## config.mk

```make
export PLATFORM = sky130hd
export DESIGN_NAME = rx_addr_filter_ctrl
export DESIGN_NICKNAME = d
export VERILOG_FILES = /design/src/rtl/rx_addr_filter_ctrl_pkg.sv /design/src/rtl/rx_addr_filter_ctrl_match.sv /design/src/rtl/rx_addr_filter_ctrl.sv
export SDC_FILE = /design/constraint.sdc
export NUM_CORES = 1
export LEC_CHECK = 0
export BUFFER_PORTS_ARGS = -buffer_cell sky130_fd_sc_hd__buf_4
export CELL_PAD_IN_SITES_DETAIL_PLACEMENT = 1
export CELL_PAD_IN_SITES_GLOBAL_PLACEMENT = 1
export CORE_MARGIN = 2
export CORE_UTILIZATION = 45
export DETAILED_ROUTE_END_ITERATION = 12
export PLACE_DENSITY = 0.8
export SLEW_MARGIN = 30
export SYNTH_ARGS = -nofsm -noshare
export SYNTH_HDL_FRONTEND = slang
export SYNTH_HIERARCHICAL = 1
export SYNTH_SLANG_ARGS = --single-unit
```

## constraint.sdc

```tcl
create_clock -name clk -period 5.5 [get_ports clk]
set_input_delay 0.825 -clock clk [delete_from_list [all_inputs] [get_ports clk]]
set_output_delay 0.825 -clock clk [all_outputs]
set_load 0.03 [all_outputs]
```

## src/rtl/rx_addr_filter_ctrl_pkg.sv

```systemverilog
// Shared definitions for the RX destination-address filter: state encoding,
// MAC constants and a helper that picks wire byte k out of a 48-bit address.
package rx_addr_filter_ctrl_pkg;

   localparam int                MAC_W       = 48;
   localparam logic [MAC_W-1:0]  BCAST_ADDR  = 48'hffff_ffff_ffff;
   localparam logic [2:0]        LAST_DA_IDX = 3'd5;

   typedef enum logic [1:0] {
      ST_IDLE     = 2'd0,
      ST_DA       = 2'd1,
      ST_WAIT_EOF = 2'd2
   } state_t;

   // Byte 0 on the wire is the most significant byte of the address.
   function automatic logic [7:0] mac_byte(input logic [MAC_W-1:0] addr, input logic [2:0] k);
      logic [7:0] b;
      case (k)
         3'd0:    b = addr[47:40];
         3'd1:    b = addr[39:32];
         3'd2:    b = addr[31:24];
         3'd3:    b = addr[23:16];
         3'd4:    b = addr[15:8];
         3'd5:    b = addr[7:0];
         default: b = 8'h00;
      endcase
      return b;
   endfunction

endpackage

```

## src/rtl/rx_addr_filter_ctrl_match.sv

```systemverilog
// Per-entry destination-address byte matcher. Keeps a sticky miss flag over
// the DA bytes of a frame; the miss output already folds in the byte being
// presented this cycle so the controller can decide on the 6th byte edge.
module mac_entry_match
   import rx_addr_filter_ctrl_pkg::*;
(
   input  logic             clk,
   input  logic             reset_n,
   input  logic [MAC_W-1:0] addr,
   input  logic [7:0]       rx_byte,
   input  logic [2:0]       byte_idx,
   input  logic             valid,
   input  logic             start,
   output logic             miss
);

   logic miss_r;
   logic byte_ne_s;

   // Miss including the current byte; start discards history of the old frame
   always_comb begin
      byte_ne_s = (rx_byte != mac_byte(addr, byte_idx));
      if (valid) begin
         if (start) begin
            miss = byte_ne_s;
         end else begin
            miss = miss_r | byte_ne_s;
         end
      end else begin
         miss = miss_r;
      end
   end

   // Sticky miss register, held across idle gaps
   always_ff @(posedge clk) begin
      if (!reset_n) begin
         miss_r <= 1'b0;
      end else begin
         miss_r <= miss;
      end
   end

endmodule

```

## src/rtl/rx_addr_filter_ctrl.sv

```systemverilog
// RX destination-address filter controller: sequences the per-entry matchers
// over the first six bytes of each frame, owns the address table, and merges
// table hits with broadcast/multicast/promiscuous policy into one decision.
module rx_addr_filter_ctrl
   import rx_addr_filter_ctrl_pkg::*;
#(
   parameter int NUM_ADDR = 4,
   parameter int IDX_W    = 2,
   parameter int CNT_W    = 16
) (
   input  logic             clk,
   input  logic             reset_n,
   input  logic [7:0]       rx_data,
   input  logic             rx_valid,
   input  logic             rx_sof,
   input  logic             rx_eof,
   input  logic             cfg_valid,
   output logic             cfg_ready,
   input  logic [IDX_W-1:0] cfg_idx,
   input  logic [MAC_W-1:0] cfg_addr,
   input  logic             cfg_en,
   input  logic             promisc,
   input  logic             bcast_en,
   input  logic             mcast_en,
   output logic             dec_valid,
   output logic             dec_accept,
   output logic             dec_hit,
   output logic [IDX_W-1:0] dec_idx,
   input  logic             cnt_clr,
   output logic [CNT_W-1:0] accept_cnt,
   output logic [CNT_W-1:0] drop_cnt
);

   state_t            state_r;
   logic [2:0]        byte_cnt_r;
   logic              bcast_r;
   logic              group_r;
   logic [MAC_W-1:0]  tbl_addr_r [NUM_ADDR];
   logic [NUM_ADDR-1:0] tbl_en_r;
   logic              cfg_ready_r;
   logic              dec_valid_r;
   logic              dec_accept_r;
   logic              dec_hit_r;
   logic [IDX_W-1:0]  dec_idx_r;
   logic [CNT_W-1:0]  accept_cnt_r;
   logic [CNT_W-1:0]  drop_cnt_r;

   logic              start_s;
   logic              cfg_wr_s;
   logic              match_valid_s;
   logic              full_s;
   logic              runt_s;
   logic [2:0]        byte_idx_s;
   logic [MAC_W-1:0]  eff_addr_s [NUM_ADDR];
   logic [NUM_ADDR-1:0] eff_en_s;
   logic [NUM_ADDR-1:0] miss_s;
   logic [NUM_ADDR-1:0] hit_vec_s;
   logic              hit_s;
   logic [IDX_W-1:0]  hit_idx_s;
   logic              bcast_now_s;
   logic              accept_s;

   // A write landing in the same cycle as sof is forwarded so byte 0 sees it
   always_comb begin
      cfg_wr_s = cfg_valid & cfg_ready_r;
      for (int i = 0; i < NUM_ADDR; i++) begin
         if (cfg_wr_s && (cfg_idx == IDX_W'(i))) begin
            eff_addr_s[i] = cfg_addr;
            eff_en_s[i]   = cfg_en;
         end else begin
            eff_addr_s[i] = tbl_addr_r[i];
            eff_en_s[i]   = tbl_en_r[i];
         end
      end
   end

   for (genvar g = 0; g < NUM_ADDR; g++) begin : g_entry
      mac_entry_match u_match (
         .clk      (clk),
         .reset_n  (reset_n),
         .addr     (eff_addr_s[g]),
         .rx_byte  (rx_data),
         .byte_idx (byte_idx_s),
         .valid    (match_valid_s),
         .start    (start_s),
         .miss     (miss_s[g])
      );
   end

   // Byte position, decision triggers, lowest-index hit and policy merge
   always_comb begin
      start_s       = rx_valid & rx_sof;
      byte_idx_s    = start_s ? 3'd0 : byte_cnt_r;
      match_valid_s = rx_valid & (start_s | (state_r == ST_DA));
      full_s        = rx_valid & ~rx_sof & (state_r == ST_DA) & (byte_cnt_r == LAST_DA_IDX);
      // Runt: eof before the 6th byte, or a new sof aborting an undecided frame
      runt_s        = (start_s & ((state_r == ST_DA) | rx_eof)) |
                      (rx_valid & ~rx_sof & rx_eof & (state_r == ST_DA) & (byte_cnt_r != LAST_DA_IDX));
      bcast_now_s   = (start_s ? 1'b1 : bcast_r) & (rx_data == mac_byte(BCAST_ADDR, byte_idx_s));
      hit_vec_s     = eff_en_s & ~miss_s;
      hit_s         = |hit_vec_s;
      hit_idx_s     = {IDX_W{1'b0}};
      for (int i = NUM_ADDR - 1; i >= 0; i--) begin
         if (hit_vec_s[i]) begin
            hit_idx_s = IDX_W'(i);
         end else begin
            hit_idx_s = hit_idx_s;
         end
      end
      accept_s = promisc | (bcast_now_s & bcast_en) | (group_r & ~bcast_now_s & mcast_en) | hit_s;
   end

   // Address table owned through the config handshake
   always_ff @(posedge clk) begin
      if (!reset_n) begin
         for (int i = 0; i < NUM_ADDR; i++) begin
            tbl_addr_r[i] <= {MAC_W{1'b0}};
         end
         tbl_en_r <= {NUM_ADDR{1'b0}};
      end else begin
         for (int i = 0; i < NUM_ADDR; i++) begin
            if (cfg_wr_s && (cfg_idx == IDX_W'(i))) begin
               tbl_addr_r[i] <= cfg_addr;
               tbl_en_r[i]   <= cfg_en;
            end
         end
      end
   end

   // Frame sequencing FSM with registered decision and config-ready outputs
   always_ff @(posedge clk) begin
      if (!reset_n) begin
         state_r      <= ST_IDLE;
         byte_cnt_r   <= 3'd0;
         bcast_r      <= 1'b0;
         group_r      <= 1'b0;
         cfg_ready_r  <= 1'b0;
         dec_valid_r  <= 1'b0;
         dec_accept_r <= 1'b0;
         dec_hit_r    <= 1'b0;
         dec_idx_r    <= {IDX_W{1'b0}};
      end else begin
         dec_valid_r <= full_s | runt_s;
         if (full_s) begin
            dec_accept_r <= accept_s;
            dec_hit_r    <= hit_s;
            dec_idx_r    <= hit_idx_s;
         end else if (runt_s) begin
            dec_accept_r <= 1'b0;
            dec_hit_r    <= 1'b0;
            dec_idx_r    <= {IDX_W{1'b0}};
         end
         if (start_s) begin
            byte_cnt_r  <= 3'd1;
            bcast_r     <= bcast_now_s;
            group_r     <= rx_data[0];
            state_r     <= rx_eof ? ST_IDLE : ST_DA;
            cfg_ready_r <= rx_eof;
         end else begin
            case (state_r)
               ST_IDLE: begin
                  cfg_ready_r <= 1'b1;
               end
               ST_DA: begin
                  if (rx_valid && ((byte_cnt_r == LAST_DA_IDX) || rx_eof)) begin
                     state_r     <= rx_eof ? ST_IDLE : ST_WAIT_EOF;
                     cfg_ready_r <= rx_eof;
                  end else if (rx_valid) begin
                     byte_cnt_r  <= byte_cnt_r + 3'd1;
                     bcast_r     <= bcast_now_s;
                     cfg_ready_r <= 1'b0;
                  end else begin
                     cfg_ready_r <= 1'b0;
                  end
               end
               ST_WAIT_EOF: begin
                  if (rx_valid && rx_eof) begin
                     state_r     <= ST_IDLE;
                     cfg_ready_r <= 1'b1;
                  end else begin
                     cfg_ready_r <= 1'b0;
                  end
               end
               default: begin
                  state_r     <= ST_IDLE;
                  cfg_ready_r <= 1'b0;
               end
            endcase
         end
      end
   end

   // Saturating frame counters; clear wins over a same-cycle increment
   always_ff @(posedge clk) begin
      if (!reset_n) begin
         accept_cnt_r <= {CNT_W{1'b0}};
         drop_cnt_r   <= {CNT_W{1'b0}};
      end else if (cnt_clr) begin
         accept_cnt_r <= {CNT_W{1'b0}};
         drop_cnt_r   <= {CNT_W{1'b0}};
      end else if (dec_valid_r) begin
         if (dec_accept_r) begin
            if (accept_cnt_r != {CNT_W{1'b1}}) begin
               accept_cnt_r <= accept_cnt_r + CNT_W'(1);
            end
         end else begin
            if (drop_cnt_r != {CNT_W{1'b1}}) begin
               drop_cnt_r <= drop_cnt_r + CNT_W'(1);
            end
         end
      end
   end

   assign cfg_ready  = cfg_ready_r;
   assign dec_valid  = dec_valid_r;
   assign dec_accept = dec_accept_r;
   assign dec_hit    = dec_hit_r;
   assign dec_idx    = dec_idx_r;
   assign accept_cnt = accept_cnt_r;
   assign drop_cnt   = drop_cnt_r;

endmodule

```

### Word level (Yosys, flattened, before mapping)

Memories as Yosys holds them, arrays and structs flattened.
Cells that the tools add are included.

* equality and inequality tests: 23
* $add $sub $neg: 3
* multiplexer cells: 67
* reductions and logical operators: 22
* bitwise logic cells: 36

Operators by type and width (count)
* 48-bit 2-to-1 mux: 8
* 8-bit one-hot mux with 6 select lines: 4
* 1-bit 2-to-1 mux: 41
* 16-bit by 1-bit adder with 16-bit output (second input constant): 2
* 16-bit inequality test (second input constant): 2
* 8-bit inequality test: 4
* 2-bit 2-to-1 mux: 10
* 1-bit bitwise OR: 15
* 3-bit AND reduction: 5
* 1-bit bitwise AND: 14
* 3-bit == test (second input constant): 3
* 8-bit == test: 1
* 8-bit 2-to-1 mux: 1
* 2-bit == test (second input constant): 3
* 3-bit by 2-bit == test with 1-bit output (second input constant): 2
* 1-bit logical AND: 6
* 2-bit one-hot mux with 3 select lines: 1
* 2-bit nonzero test: 3
* 6-bit OR reduction: 1
* 1-bit NOT: 5
* 4-bit bitwise AND: 1
* 2-bit by 1-bit == test with 1-bit output (second input constant): 2
* 2-bit logical NOT: 2
* 2-bit by 1-bit inequality test with 1-bit output (second input constant): 2
* 12 further kinds: 13

* word-level logic and storage cells: 169
* memory bits (writable): 192
* bits of input ports: 69
* memories kept: 1
* flip-flop bits (word level): 53
* output and inout bits: 38

Memories
* tbl_addr_r: words 4, bits a word 48, rd ports 4, clocked after Yosys merged registers in 0, write ports 4, RTL line rx_addr_filter_ctrl.sv:38 `logic [MAC_W-1:0] tbl_addr_r [NUM_ADDR];`

### Depth between registers and ports, before layout

* word-level depth: 15
* gate-level depth with buffers: 13
* gate-level depth less buffers: 12

### Cells and area by module

Netlist, hierarchy kept.

By module, submodules not included
* rx_addr_filter_ctrl: cells each 916, seq. area each 6746.5 µm², times used 1, area each 11841.4 µm²
* mac_entry_match: cells each 70, seq. area each 20.0 µm², times used 4, area each 655.6 µm²

### Worst setup path before layout

No wires, ideal clock.

* path type: input -> register
* start: input port cfg_idx[0]
* end: register dec_accept_r (netlist: dec_accept)
* data arrival time: 3464 ps
* library setup time: 91 ps
* path buffers: 2
* setup slack: 1945 ps
* cell stages on the path: 12
* data required time: 5409 ps
* path through: nand4b_1 -> buf_2 -> buf_2 -> mux2_2 -> mux4_2 -> a22oi_2 -> xnor2_1 -> a2111oi_4 -> a31oi_1 -> o22ai_1 -> nor2_1 -> a311oi_1

RTL lines
* start, declared: RTL line rx_addr_filter_ctrl.sv:19 `input logic [IDX_W-1:0] cfg_idx,`
* end signal, assigned: RTL line rx_addr_filter_ctrl.sv:145 `dec_accept_r <= accept_s;`
* end, declared: RTL line rx_addr_filter_ctrl.sv:42 `logic dec_accept_r;`

### Final worst setup path

* start: input port rx_valid
* end: register dec_accept_r (netlist: dec_accept)

* longest elaborated chain between the ends: 13
* elaborated cells between the ends (all ways): 55
* classes of those cells: 10 x eq/ne; 16 x mux; 25 x bitwise; 4 x reduce/logical

Ends and longest elaborated chain
* start, declared: RTL line rx_addr_filter_ctrl.sv:14 `input logic rx_valid,`
* 1-bit bitwise AND *: RTL line rx_addr_filter_ctrl.sv:92 `start_s = rx_valid & rx_sof;`
* named net start_s: RTL line rx_addr_filter_ctrl.sv:48 `logic start_s;`
* 3-bit 2-to-1 mux *: RTL line rx_addr_filter_ctrl.sv:93 `byte_idx_s = start_s ? 3'd0 : byte_cnt_r;`
* named net byte_idx_s[1]: RTL line rx_addr_filter_ctrl.sv:53 `logic [2:0] byte_idx_s;`
* 3-bit == test (tied with other cells): RTL line rx_addr_filter_ctrl_pkg.sv:18 `case (k)`
* 8-bit one-hot mux with 6 select lines *: RTL line rx_addr_filter_ctrl_pkg.sv:18
* 8-bit inequality test *: RTL line rx_addr_filter_ctrl_match.sv:22 `byte_ne_s = (rx_byte != mac_byte(addr, byte_idx));`
* 1-bit bitwise OR: RTL line rx_addr_filter_ctrl_match.sv:27 `miss = miss_r | byte_ne_s;`
* 1-bit 2-to-1 mux *: RTL line rx_addr_filter_ctrl_match.sv:24 `if (start) begin`
* 1-bit 2-to-1 mux *: RTL line rx_addr_filter_ctrl_match.sv:23 `if (valid) begin`
* named net miss_s[2]: RTL line rx_addr_filter_ctrl.sv:56 `logic [NUM_ADDR-1:0] miss_s;`
* 4-bit NOT *: RTL line rx_addr_filter_ctrl.sv:100 `hit_vec_s = eff_en_s & ~miss_s;`
* 4-bit bitwise AND *: RTL line rx_addr_filter_ctrl.sv:100
* 4-bit OR reduction *: RTL line rx_addr_filter_ctrl.sv:101 `hit_s = |hit_vec_s;`
* 1-bit bitwise OR *: RTL line rx_addr_filter_ctrl.sv:110 `accept_s = promisc | (bcast_now_s & bcast_en) | (group_r & ~bcast_now_s & mcast_en) | hit_s;`
* 1-bit 2-to-1 mux *: RTL line rx_addr_filter_ctrl.sv:144 `if (full_s) begin`

Mark *: on every way through the listed nets, which the timed path passes. The rest lies on a longest branch.
A chain may end at the register's enable or synchronous reset.

==> flow_summary.ini <==
[synthesis]
syn_area_um2 = 14500
synth-seq-cells = 245
synthArstFlopShare_pct = 0
syn_area_per_cell_um2 = 12.1
syn_nets = 1269
synthDistinctLibCells = 55
ys.flop_type = edfxtp_1
synth-edff-count = 192
synth_cells = 1196
ys_warn_count = 6
ys_seq_area_share_pct = 47.2

[sta]
worstMarginPinSlew_ns = 0.880
rsz0062_at_grt = no
min_period_ns = 4.17
post-route-period-util_pct = 75.9
fin_setup_tns_ns = 0
finalSetupViolCount = 0
hold_viol_final = 0
fmax_mhz = 240
slew_violations = 0
maxSlewHeadroom_pct = 40.7
fin_skew_ns = 0.0120

[placed_design]
gp_congestion = 0.845
postPlaceCellArea_um2 = 15700
io_buffers = 106
dpl.hpwl_mm = 27.3

[drt]
drc = 0
vias = 10060
viasPerCell = 5.89
initialDrtViolationCount = 733
antenna_left = 0
wl_met2_mm = 19.4
highest-signal-layer = met4
drtPass1Iterations = 5
drt_wl_total_mm = 41.2
met1_length_mm = 18.5
wire_per_inst_um = 24.1
wl_met3_mm = 2.05

[setup_path]
path_class = in2reg
cp_data_required_time_ns = 5.94
rr_worst_depth = 11
r2r_slack_ns = 1.74
cp_data_arrival_time_ns = 4.61
cp_max_fo = 23
cp-start-kind = input pin
crit_path_end_kind = register

[clock_tree]
cts.repair.resized = 0
clk-insertion-delay-late_ns = 0.55
postCtsSetupBuffers = 0
cts_made_buffers = 29
cts_buffer_depth = 3
cts_tree = done
htreeDepth = 1
hold_buffers = 0
cts-root-buf = clkbuf_16
clkTransAtPathRegs_ns = 0.06
clock_sinks = 245

[global_routing]
grt_util_all_layers_pct = 24.3
antenna_found_initial = 2
grt_pass1_vias = 10394
grt-ovfl-total = 0
grt_pass1_wl_mm = 62.4
grt_max_degree = 53

[finish]
final_nets = 1354
final_common_cell = mux2_2
finalInstanceArea_um2 = 16600
mostFrequentLayoutCells = mux2_2 (197), edfxtp_1 (192), and2_1 (147)
synthToLayoutAreaGrowth_pct = 14.7
regArea_um2 = 6830
final_layout_size_suffix_gt1_share_pct = 32.0
fin_util_pct = 52.4
multiInputGateArea_um2 = 7280
fillers = 3279

[power_and_ir_drop]
switching_share_pct = 24.6
p_int_mw = 3.24
p_comb_share_pct = 11.0
peakVddDrop_v = 0.000263
p_per_area_nw_per_um2 = 259
leakagePower_nw = 6.31
clkPwrFrac_pct = 40.8
seq_power_share_pct = 48.2
power.switching_mw = 1.06

[floorplanning]
die_h_um = 183
rows = 65
io_pins = 107
dieArea_um2 = 33600
coreArea_um2 = 31600
die_w_um = 183
start_util_pct = 45.7

[hold_path]
hold_path.class = reg2reg
holdPathStages = 2

[outcome]
status = finished clean

[run]
max_cap_viol_count = 0
power by group through the flow:
stage	clock network (mW)	logic (mW)	registers, mW
after detailed placement	0	0.466	2.11
after floorplan	0	0.268	2.11
after CTS	1.79	0.471	2.07
after global routing	1.85	0.503	2.08
final	1.75	0.471	2.07
after global placement	0	0.453	2.11
sequential cells by signal, summed over array words and instances, names as in the netlist:
signal	cells
group_r	1
tbl_en_r	4
cfg_ready	1
tbl_addr_r	192
g_entry.u_match/miss_r	4
drop_cnt	16
state_r	2
byte_cnt_r	3
dec_valid	1
accept_cnt	16
dec_hit	1
dec_accept	1
bcast_r	1
dec_idx	2
cell families (layout without fill, tap and decap cells):
family / after synthesis / count (layout) / share of synthesized area (%)
other: 0 / 2 / 0
AO/OA/AOI/OAI: 85 / 85 / 4.33
adder cells (fa/ha/maj): 4 / 4 / 0.346
AND/OR/NAND/NOR: 428 / 428 / 18.0
flip-flops: 245 / 245 / 47.2
XOR/XNOR: 65 / 65 / 3.94
buffers and inverters: 86 / 193 / 2.85
multiplexers: 283 / 283 / 23.4
Yosys cell counts, types with 21 or more instances:
cell type / count / area, um2
mux2_2: 197 / 2220
edfxtp_1: 192 / 5770
and2_1: 149 / 932
mux2i_1: 62 / 621
nor2_1: 55 / 206
dfxtp_1: 53 / 1060
and3_1: 52 / 325
nand2b_1: 48 / 300
clkbuf_1: 36 / 135
xnor2_1: 36 / 315
nand2_1: 33 / 124
xor2_1: 29 / 254
mux4_2: 24 / 541
a21oi_1: 21 / 105
buf_2: 21 / 105
routing by layer:
layer,vias up,GRT usage [%]
met1,5149,34.6
met5,-,0
met3,62,2.46
met2,276,39.0
li1,4573,-
met4,0,8.19
worst paths after layout:
path / from / endpoint
setup / recovery: rx_valid / dec_accept
hold / removal: bcast_r / bcast_r
setup reg to reg: cfg_ready / dec_accept
hold reg to reg: bcast_r / bcast_r
area by class of cell:
class	instances	area share [%]
timing repair buffer	129	6.53
clock buffer	41	4.77
clock inverter	12	0.317
inverter	11	0.249
antenna	2	0.0302
multi-input combinational	865	43.9
tap	402	3.03
sequential	245	41.2
metrics by stage:
step | power (mW) | setup WS (ns) | hold slack, ns | std cells
3_5_place_dp | 2.58 | 0.836 | 0.464 | 1652
3_3_place_gp | 2.56 | 0.973 | 0.465 | 1650
4_1_cts | 4.34 | 1.37 | 0.473 | 1705
5_1_grt | 4.43 | 1.10 | 0.502 | 1707
6_report | 4.30 | 1.33 | 0.471 | 1707
2_1_floorplan | 2.38 | 1.95 | 0.432 | 1196
critical path: stages:
cell,delay (ns)
buf_4,0.13
nand2_1,0.27
inv_1,0.28
nor2_4,0.59
buf_4,0.39
mux2i_1,0.12
mux4_2,0.48
xnor2_1,0.15
nor4_1,0.47
a31oi_1,0.20
o22ai_1,0.31
nor2_1,0.10
a311oi_1,0.27
No activity file was read; power rests on OpenSTA's default activity.
